File: config.mk
export PLATFORM = sky130hd
export DESIGN_NAME = res_pot_sched_flat
export DESIGN_NICKNAME = d
export VERILOG_FILES = /design/src/rtl/res_pot_pkg.sv /design/src/rtl/res_pot_sched_if.sv /design/src/rtl/res_pot_shift.sv /design/src/rtl/res_pot_sched.sv /design/src/flat_wrapper.sv
export SDC_FILE = /design/constraint.sdc
export NUM_CORES = 1
export LEC_CHECK = 0
export ABC_AREA = 1
export CAP_MARGIN = 20
export CORE_MARGIN = 3
export CORE_UTILIZATION = 45
export DETAILED_ROUTE_END_ITERATION = 16
export PLACE_DENSITY_LB_ADDON = 0.15
export SLEW_MARGIN = 30
export SYNTH_ARGS = -nofsm -noshare
export SYNTH_HDL_FRONTEND = slang
export SYNTH_SLANG_ARGS = --single-unit
File: constraint.sdc
create_clock -name OSC_in -period 3.2 [get_ports OSC_in]
set_input_delay 0.32 -clock OSC_in [delete_from_list [all_inputs] [get_ports OSC_in]]
set_output_delay 0.32 -clock OSC_in [all_outputs]
set_load 0.005 [all_outputs]
File: src/rtl/res_pot_pkg.sv
// Shared types and frame helpers for the digital-pot serial bus scheduler.
package res_pot_pkg;
    typedef enum logic [2:0] {IDLE, ARB, SETUP, SHIFT, HOLD, GAP} pot_st_e;

    localparam int FRAME_BITS = 11;
    localparam int ADDR_BITS  = 3;
    localparam int DATA_BITS  = 8;

    function automatic logic [FRAME_BITS-1:0] mk_frame(input logic [ADDR_BITS-1:0] addr,
                                                       input logic [DATA_BITS-1:0] data);
        return {addr, data};
    endfunction
endpackage

File: src/rtl/res_pot_sched_if.sv
// Requester handshakes and pot serial pins of res_pot_sched.
// RES_POT_SHADOW_EN adds the ShAddr/ShData shadow read port.
interface res_pot_sched_if #(parameter int NCH = 6);
    logic             Win;
    logic             TblReq;
    logic [8*NCH-1:0] TblData;
    logic             TblAck;
    logic             SglReq;
    logic [2:0]       SglAddr;
    logic [7:0]       SglData;
    logic             SglAck;
    logic             Busy;
    logic             ResCS;
    logic             ResSck;
    logic             ResSDI;
`ifdef RES_POT_SHADOW_EN
    logic [2:0]       ShAddr;
    logic [7:0]       ShData;

    modport slave  (input  Win, TblReq, TblData, SglReq, SglAddr, SglData, ShAddr,
                    output TblAck, SglAck, Busy, ResCS, ResSck, ResSDI, ShData);
    modport master (output Win, TblReq, TblData, SglReq, SglAddr, SglData, ShAddr,
                    input  TblAck, SglAck, Busy, ResCS, ResSck, ResSDI, ShData);
`else
    modport slave  (input  Win, TblReq, TblData, SglReq, SglAddr, SglData,
                    output TblAck, SglAck, Busy, ResCS, ResSck, ResSDI);
    modport master (output Win, TblReq, TblData, SglReq, SglAddr, SglData,
                    input  TblAck, SglAck, Busy, ResCS, ResSck, ResSDI);
`endif
endinterface

File: src/rtl/res_pot_shift.sv
// One pot frame: SETUP, 11 Sck periods MSB first, HOLD. ResCS low for 24*CLK_DIV cycles.
module res_pot_shift
    import res_pot_pkg::*;
#(
    parameter int CLK_DIV = 2
) (
    input  logic                  gclk,
    input  logic                  grst_n,
    input  logic                  start,
    input  logic [FRAME_BITS-1:0] frame,
    output logic                  done,
    output logic                  cs,
    output logic                  sck,
    output logic                  sdi
);
    localparam logic [3:0] DIV_M1   = 4'(CLK_DIV - 1);
    localparam logic [3:0] LAST_BIT = 4'(FRAME_BITS - 1);

    pot_st_e               ph, ph_n;
    logic [3:0]            cnt, bitn;
    logic [FRAME_BITS-2:0] sr;
    logic                  tick;

    assign tick = (cnt == DIV_M1);
    assign done = (ph == HOLD) && tick;

    always_ff @(posedge gclk or negedge grst_n)
        if (!grst_n) ph <= IDLE;
        else         ph <= ph_n;

    always_comb begin
        ph_n = ph;
        case (ph)
            IDLE:    if (start) ph_n = SETUP;
            SETUP:   if (tick) ph_n = SHIFT;
            SHIFT:   if (tick && !sck && bitn == LAST_BIT) ph_n = HOLD;
            HOLD:    if (tick) ph_n = IDLE;
            default: ph_n = IDLE;
        endcase
    end

    always_ff @(posedge gclk or negedge grst_n) begin
        if (!grst_n) begin
            cnt  <= '0;
            bitn <= '0;
            sr   <= '0;
            cs   <= 1'b1;
            sck  <= 1'b0;
            sdi  <= 1'b0;
        end else begin
            cnt <= (ph == IDLE || tick) ? 4'd0 : cnt + 4'd1;
            case (ph)
                IDLE: if (start) begin
                    sr  <= frame[FRAME_BITS-2:0];
                    cs  <= 1'b0;
                    sdi <= frame[FRAME_BITS-1];
                end
                SETUP: if (tick) begin
                    sck  <= 1'b1;
                    bitn <= '0;
                end
                SHIFT: if (tick) begin
                    if (sck) begin
                        // falling edge: next bit goes out while Sck is low
                        sck <= 1'b0;
                        if (bitn != LAST_BIT) begin
                            sdi <= sr[FRAME_BITS-2];
                            sr  <= {sr[FRAME_BITS-3:0], 1'b0};
                        end
                    end else if (bitn != LAST_BIT) begin
                        sck  <= 1'b1;
                        bitn <= bitn + 4'd1;
                    end
                end
                HOLD: if (tick) begin
                    cs  <= 1'b1;
                    sdi <= 1'b0;
                end
                default: ;
            endcase
        end
    end
endmodule

File: src/rtl/res_pot_sched.sv
// Pot bus scheduler: arbitrates table loads vs single writes at frame boundaries.
// RES_POT_SHADOW_EN adds a shadow array that skips unchanged table channels.
module res_pot_sched
    import res_pot_pkg::*;
#(
    parameter int NCH     = 6,
    parameter int CLK_DIV = 2,
    parameter int GAP_CYC = 4
) (
    input  logic           OSC_in,
    input  logic           RstN,
    res_pot_sched_if.slave bus
);
    localparam logic [3:0] GAP_M1 = 4'(GAP_CYC - 1);

    pot_st_e                   st, st_n;
    logic [ADDR_BITS-1:0]      idx, tbl_ch, sgl_addr;
    logic [7:0][DATA_BITS-1:0] tbl_data;
    logic [DATA_BITS-1:0]      sgl_data;
    logic                      tbl_pend, sgl_pend, last_sgl, cur_sgl, tbl_ack, sgl_ack;
    logic [3:0]                gcnt;
    logic                      acc_t, acc_s, work, pick_sgl, tbl_found, more;
    logic                      start, done, launch_sgl, launch_tbl, skip_done;
    logic [FRAME_BITS-1:0]     frame;
    logic [NCH-1:0]            send;

    // Req is ignored in its own ack cycle; still high one cycle later is a new request.
    assign acc_t    = bus.TblReq && !tbl_pend && !tbl_ack;
    assign acc_s    = bus.SglReq && !sgl_pend && !sgl_ack;
    assign work     = tbl_pend || sgl_pend || acc_t || acc_s;
    assign pick_sgl = sgl_pend && !(last_sgl && tbl_pend);

    assign bus.TblAck = tbl_ack;
    assign bus.SglAck = sgl_ack;
    assign bus.Busy   = tbl_pend || sgl_pend;

    // Next channel to send at or after idx, and whether any remain after idx.
    always_comb begin
        tbl_found = 1'b0;
        tbl_ch    = idx;
        more      = 1'b0;
        for (int j = NCH - 1; j >= 0; j--)
            if (send[j] && j >= int'(idx)) begin
                tbl_found = 1'b1;
                tbl_ch    = 3'(j);
            end
        for (int j = 0; j < NCH; j++)
            if (send[j] && j > int'(idx)) more = 1'b1;
    end

    always_ff @(posedge OSC_in or negedge RstN)
        if (!RstN) st <= IDLE;
        else       st <= st_n;

    always_comb begin
        st_n       = st;
        start      = 1'b0;
        launch_sgl = 1'b0;
        launch_tbl = 1'b0;
        skip_done  = 1'b0;
        frame      = mk_frame(sgl_addr, sgl_data);
        case (st)
            IDLE: if (work) st_n = ARB;
            ARB: begin
                if (!work) begin
                    st_n = IDLE;
                end else if (pick_sgl) begin
                    if (bus.Win) begin
                        start      = 1'b1;
                        launch_sgl = 1'b1;
                        st_n       = SHIFT;
                    end
                end else if (tbl_pend) begin
                    if (!tbl_found) begin
                        skip_done = 1'b1;
                    end else if (bus.Win) begin
                        start      = 1'b1;
                        launch_tbl = 1'b1;
                        frame      = mk_frame(tbl_ch, tbl_data[tbl_ch]);
                        st_n       = SHIFT;
                    end
                end
            end
            SHIFT:   if (done) st_n = GAP;
            GAP:     if (gcnt == GAP_M1) st_n = work ? ARB : IDLE;
            default: st_n = IDLE;
        endcase
    end

    always_ff @(posedge OSC_in or negedge RstN) begin
        if (!RstN) begin
            idx      <= '0;
            tbl_data <= '0;
            sgl_addr <= '0;
            sgl_data <= '0;
            tbl_pend <= 1'b0;
            sgl_pend <= 1'b0;
            last_sgl <= 1'b0;
            cur_sgl  <= 1'b0;
            tbl_ack  <= 1'b0;
            sgl_ack  <= 1'b0;
            gcnt     <= '0;
        end else begin
            tbl_ack <= 1'b0;
            sgl_ack <= 1'b0;
            gcnt    <= (st == GAP) ? gcnt + 4'd1 : 4'd0;
            if (acc_t) begin
                tbl_pend <= 1'b1;
                for (int j = 0; j < NCH; j++) tbl_data[j] <= bus.TblData[8*j +: 8];
            end
            if (acc_s) begin
                sgl_pend <= 1'b1;
                sgl_addr <= bus.SglAddr;
                sgl_data <= bus.SglData;
            end
            if (launch_sgl) cur_sgl <= 1'b1;
            if (launch_tbl) begin
                cur_sgl <= 1'b0;
                idx     <= tbl_ch;
            end
            if (skip_done) begin
                tbl_ack  <= 1'b1;
                tbl_pend <= 1'b0;
                idx      <= '0;
            end
            if (done) begin
                last_sgl <= cur_sgl;
                if (cur_sgl) begin
                    sgl_ack  <= 1'b1;
                    sgl_pend <= 1'b0;
                end else if (more) begin
                    idx <= idx + 3'd1;
                end else begin
                    tbl_ack  <= 1'b1;
                    tbl_pend <= 1'b0;
                    idx      <= '0;
                end
            end
        end
    end

`ifdef RES_POT_SHADOW_EN
    logic [7:0][DATA_BITS-1:0] sh;
    logic [7:0]                sh_vld;
    logic [ADDR_BITS-1:0]      cur_addr;
    logic [DATA_BITS-1:0]      cur_data;

    assign cur_addr   = cur_sgl ? sgl_addr : idx;
    assign cur_data   = cur_sgl ? sgl_data : tbl_data[idx];
    assign bus.ShData = sh[bus.ShAddr];

    always_ff @(posedge OSC_in or negedge RstN) begin
        if (!RstN) begin
            sh     <= '0;
            sh_vld <= '0;
        end else if (done) begin
            sh[cur_addr]     <= cur_data;
            sh_vld[cur_addr] <= 1'b1;
        end
    end

    always_comb begin
        send = '1;
        for (int j = 0; j < NCH; j++)
            send[j] = !(sh_vld[j] && sh[j] == tbl_data[j]);
    end
`else
    assign send = '1;
`endif

    res_pot_shift #(.CLK_DIV(CLK_DIV)) u_shift (
        .gclk   (OSC_in),
        .grst_n (RstN),
        .start  (start),
        .frame  (frame),
        .done   (done),
        .cs     (bus.ResCS),
        .sck    (bus.ResSck),
        .sdi    (bus.ResSDI)
    );
endmodule

File: src/flat_wrapper.sv
// flat-port wrapper written by rule: the top's interface ports become plain ports
module res_pot_sched_flat import res_pot_pkg::*;
#(
    parameter int NCH     = 6,
    parameter int CLK_DIV = 2,
    parameter int GAP_CYC = 4
)
  (OSC_in, RstN, bus_Win, bus_TblReq, bus_TblData, bus_SglReq, bus_SglAddr, bus_SglData, bus_TblAck, bus_SglAck, bus_Busy, bus_ResCS, bus_ResSck, bus_ResSDI);
  res_pot_sched_if #(.NCH(NCH)) bus_i ();
  input  logic OSC_in;
  input  logic RstN;
  input wire logic [$bits(bus_i.Win)-1:0] bus_Win;
  input wire logic [$bits(bus_i.TblReq)-1:0] bus_TblReq;
  input wire logic [$bits(bus_i.TblData)-1:0] bus_TblData;
  input wire logic [$bits(bus_i.SglReq)-1:0] bus_SglReq;
  input wire logic [$bits(bus_i.SglAddr)-1:0] bus_SglAddr;
  input wire logic [$bits(bus_i.SglData)-1:0] bus_SglData;
  output wire logic [$bits(bus_i.TblAck)-1:0] bus_TblAck;
  output wire logic [$bits(bus_i.SglAck)-1:0] bus_SglAck;
  output wire logic [$bits(bus_i.Busy)-1:0] bus_Busy;
  output wire logic [$bits(bus_i.ResCS)-1:0] bus_ResCS;
  output wire logic [$bits(bus_i.ResSck)-1:0] bus_ResSck;
  output wire logic [$bits(bus_i.ResSDI)-1:0] bus_ResSDI;
  assign bus_i.Win = bus_Win;
  assign bus_i.TblReq = bus_TblReq;
  assign bus_i.TblData = bus_TblData;
  assign bus_i.SglReq = bus_SglReq;
  assign bus_i.SglAddr = bus_SglAddr;
  assign bus_i.SglData = bus_SglData;
  assign bus_TblAck = bus_i.TblAck;
  assign bus_SglAck = bus_i.SglAck;
  assign bus_Busy = bus_i.Busy;
  assign bus_ResCS = bus_i.ResCS;
  assign bus_ResSck = bus_i.ResSck;
  assign bus_ResSDI = bus_i.ResSDI;
  res_pot_sched #(.NCH(NCH), .CLK_DIV(CLK_DIV), .GAP_CYC(GAP_CYC)) u_core (.OSC_in(OSC_in), .RstN(RstN), .bus(bus_i));
endmodule
==> impl_results.md <==
- Post-synth top flop: dfrtp_1
- Reg-to-Reg Start: u_core.idx[1]$_DFF_PN0_
- PostCTS Resize Cnt: 0
- Hold wc startpoint: u_core.gcnt[0]$_DFF_PN0_
- HPWL Detailed: 8.04 mm
- Finished Layout Cells: 852
- Crit Path Max Fanout: 26
- Clock Path Buffers: 2
- Hold Path Class: reg -> reg
- Synth Area in Simple Gates: 0.306
- Met3 wire len: 448 um
- Routed vias/inst: 4.96
- DRT iter0 DRCs: about 240
- Post-synth EDFFs: 0
- Placed insts: 836
- Post-CTS Setup Bufs: 0
- Synth Instances: 649
- Static Leak: 3.01 nW
- FF-to-FF End: u_core.u_shift.sr[2]$_DFFE_PN0P_
- Share of layout cells above drive strength 1: 0.0615
- WL final: 10.9 mm
- Die Area: 0.0124 sq mm
- DR vias: 4223
- Fin crit period: about 2.5 ns
- RSZ-0062 raised after global routing: false
- Synth Area in XOR/XNOR: 0.0106
- Vias in the first global route: 4132
- Status: complete, no violations
- Type of origin of the critical path: register
- Crit Path Class: reg -> reg
- Top Layer Used: met4
- Synth Area in Compound Gates: 0.0895
- Synth Area in Adders: 0.0201
- Area of the core: 0.0106 sq mm
- Hold_buf cts: 1
- Synth Warn #: 16
- GRT Total Usage: 0.183
- DR pass1 iterations: 5
- Slew @ Worst Pin: 0.766 ns
- Crit path from: u_core.idx[1]$_DFF_PN0_
- Routed Antenna Nets: 0
- Synthesized net count: approximately 720
- Worst slew margin relative to its limit: 0.488
- DRC viols: 0
- Arr. time, crit path: 2.72 ns
- Worst Skew: 0.00715 ns
- First-pass GRT wire length: ~19 mm
- # nets final: 784
- Post-synth ARST share: 1.00
- Ports: 70
- Num CTS Buffers: 9
- Main combinational cell family by area after synthesis: simple AND/OR/NAND/NOR gates
- R2R Setup Slk: 0.74 ns
- CP endpoint kind: register
- Peak VDD IR: roughly 0.33 mV
- Initial cell density of the core: 0.471
- Initial antenna violation count: 0
- FP Rows: 37
- P&R area growth vs syn: 19.8%
- Multiplexer share of the synthesized area: 0
- Netlist Area Pre-Place: 0.00498 sq mm
- Port bufs: 69
- Setup TNS: 0 ns
- Worst-case reg-to-reg path depth: 12
- DR WL met2: roughly 5 mm
- Slew Viols, Final: 0
- Die Span Y: 111 um
- Metal-1 WL: roughly 5.2 mm
- Clock root buffer: clkbuf_8
- Pwr Total: between 5 and 6 mW
- Netlist cell types: 38
- Total grt overflow: 0
- CTS tree: done
- WHS Endpoint: u_core.gcnt[0]$_DFF_PN0_
- GPL Wtd Cong: 0.879
- Die Width: 111 um
- Maximum clock rate: 0.407 GHz
- Crit share post-route: 0.769
- Clock net sink count: 99
- # setup viols final: 0
- Routed len/inst: 12.8 um
- Pin count of the biggest net entering global routing: 82
- Final Hold Viols: 0
- Pwr dens: 853 mW/mm^2
- Hold depth: 1
- FF+latch count, synth: 99
- Max-cap violation count: 0
- Syn Area/Cell: around 7.7 sq um
- Diode count: 0
- Clk Latency, worst-skew pair: 0.36 ns
- Required time of the critical path: 3.46 ns
- Register area share after synthesis: 0.498
- Clk pin slew, worst setup/hold paths: 0.09 ns
- # H-tree levels: 3
## sequential cells by signal, indices dropped and copies added (netlist names), 3 cells and up
register,cells
u_core.u_shift.ph,3
u_core.idx,3
u_core.st,3
u_core.sgl_addr,3
u_core.u_shift.bitn,4
u_core.gcnt,4
u_core.sgl_data,8
u_core.tbl_data,48
u_core.u_shift.cnt,4
u_core.u_shift.sr,10
## per-stage QoR
stage                     setup WS, ns   util  instance area, sq um  hold WS, ns
after floorplan                   1.48      -                  4980       0.0244
after global placement           0.896  0.547                  5770        0.376
after detailed placement         0.731  0.547                  5770        0.373
after CTS                        0.716  0.565                  5960        0.462
after global routing             0.486  0.565                  5960        0.478
final                            0.741  0.565                  5960        0.456
## critical path: stages, from the launching register on
cell and delay, ns:
dfrtp_1 0.46, inv_1 0.12, ha_1 0.26, inv_1 0.07, nand3_1 0.07, nand2_2 0.37, nand2_2 0.37, nand2_1 0.15
nand2_1 0.07, a21oi_1 0.21, nand2_1 0.08, nand2_1 0.06, nand2_1 0.05
## cell families (layout without fill, tap and decap cells)
family          count (synthesis)  after routing
fa+ha+maj                       8              8
xor+xnor                        6              6
flops                          99             99
simple gates                  364            364
buf+inv                        93            160
compound gates                 79             79
## synth_stat cells (all sizes together), types with 4 or more instances
cell type,n,area [sq um]
buf,15,82.6
nor2,50,210
nor3,4,25.0
ha,8,100
clkbuf,7,26.3
nand2,251,977
nand3,56,290
o21ai,49,245
dfrtp,98,2450
inv,70,265
a21oi,18,97.6
## layer usage
metal,global-route usage,vias up
li1,-,2164
met1,0.253,1957
met2,0.295,91
met3,0.0257,11
met4,0.0665,0
met5,0,-
## cells in the final DEF (no fill, tap or decap), drive strengths merged, types with 2 or more instances in the layout
cell | netlist | final
nor2 | 50 | 50
o22ai | 2 | 2
buf | 15 | 5
xor2 | 3 | 3
o31ai | 3 | 3
o21ai | 49 | 49
or2 | 2 | 2
clkdlybuf4s50 | 0 | 68
nand3 | 56 | 56
xnor2 | 3 | 3
dfrtp | 98 | 98
clkbuf | 7 | 14
nor3 | 4 | 4
nand2 | 251 | 251
ha | 8 | 8
inv | 70 | 70
a21oi | 18 | 18
## how the worst max path moves through the flow
stage	to	slack [ns]	cells past startpoint
final	u_core.u_shift.sr[2]$_DFFE_PN0P_	0.74	12
after floorplan	u_core.u_shift.sr[6]$_DFFE_PN0P_	1.48	14
after global placement	u_core.u_shift.sr[2]$_DFFE_PN0P_	0.90	12
after global routing	u_core.u_shift.sr[4]$_DFFE_PN0P_	0.49	12
after CTS	u_core.u_shift.sr[2]$_DFFE_PN0P_	0.72	12
after detailed placement	u_core.u_shift.sr[2]$_DFFE_PN0P_	0.73	12
## power by group
group	internal [mW]	leakage, nW	switching [mW]
registers	1.78	1.23	0.292
logic	0.838	1.69	1.43
clock network	0.344	0.0888	0.407
total	2.96	3.01	2.13
## area by class of cell
cell class,count,area [sq um]
clock buffers,14,173
fillers,1009,4590
well taps,136,170
repair buffers,74,741
inverters,71,269
clock inverters,1,7.51
flip-flops and latches,99,2480
multi-input cells,457,2120
(Power assumes the default switching activity.)
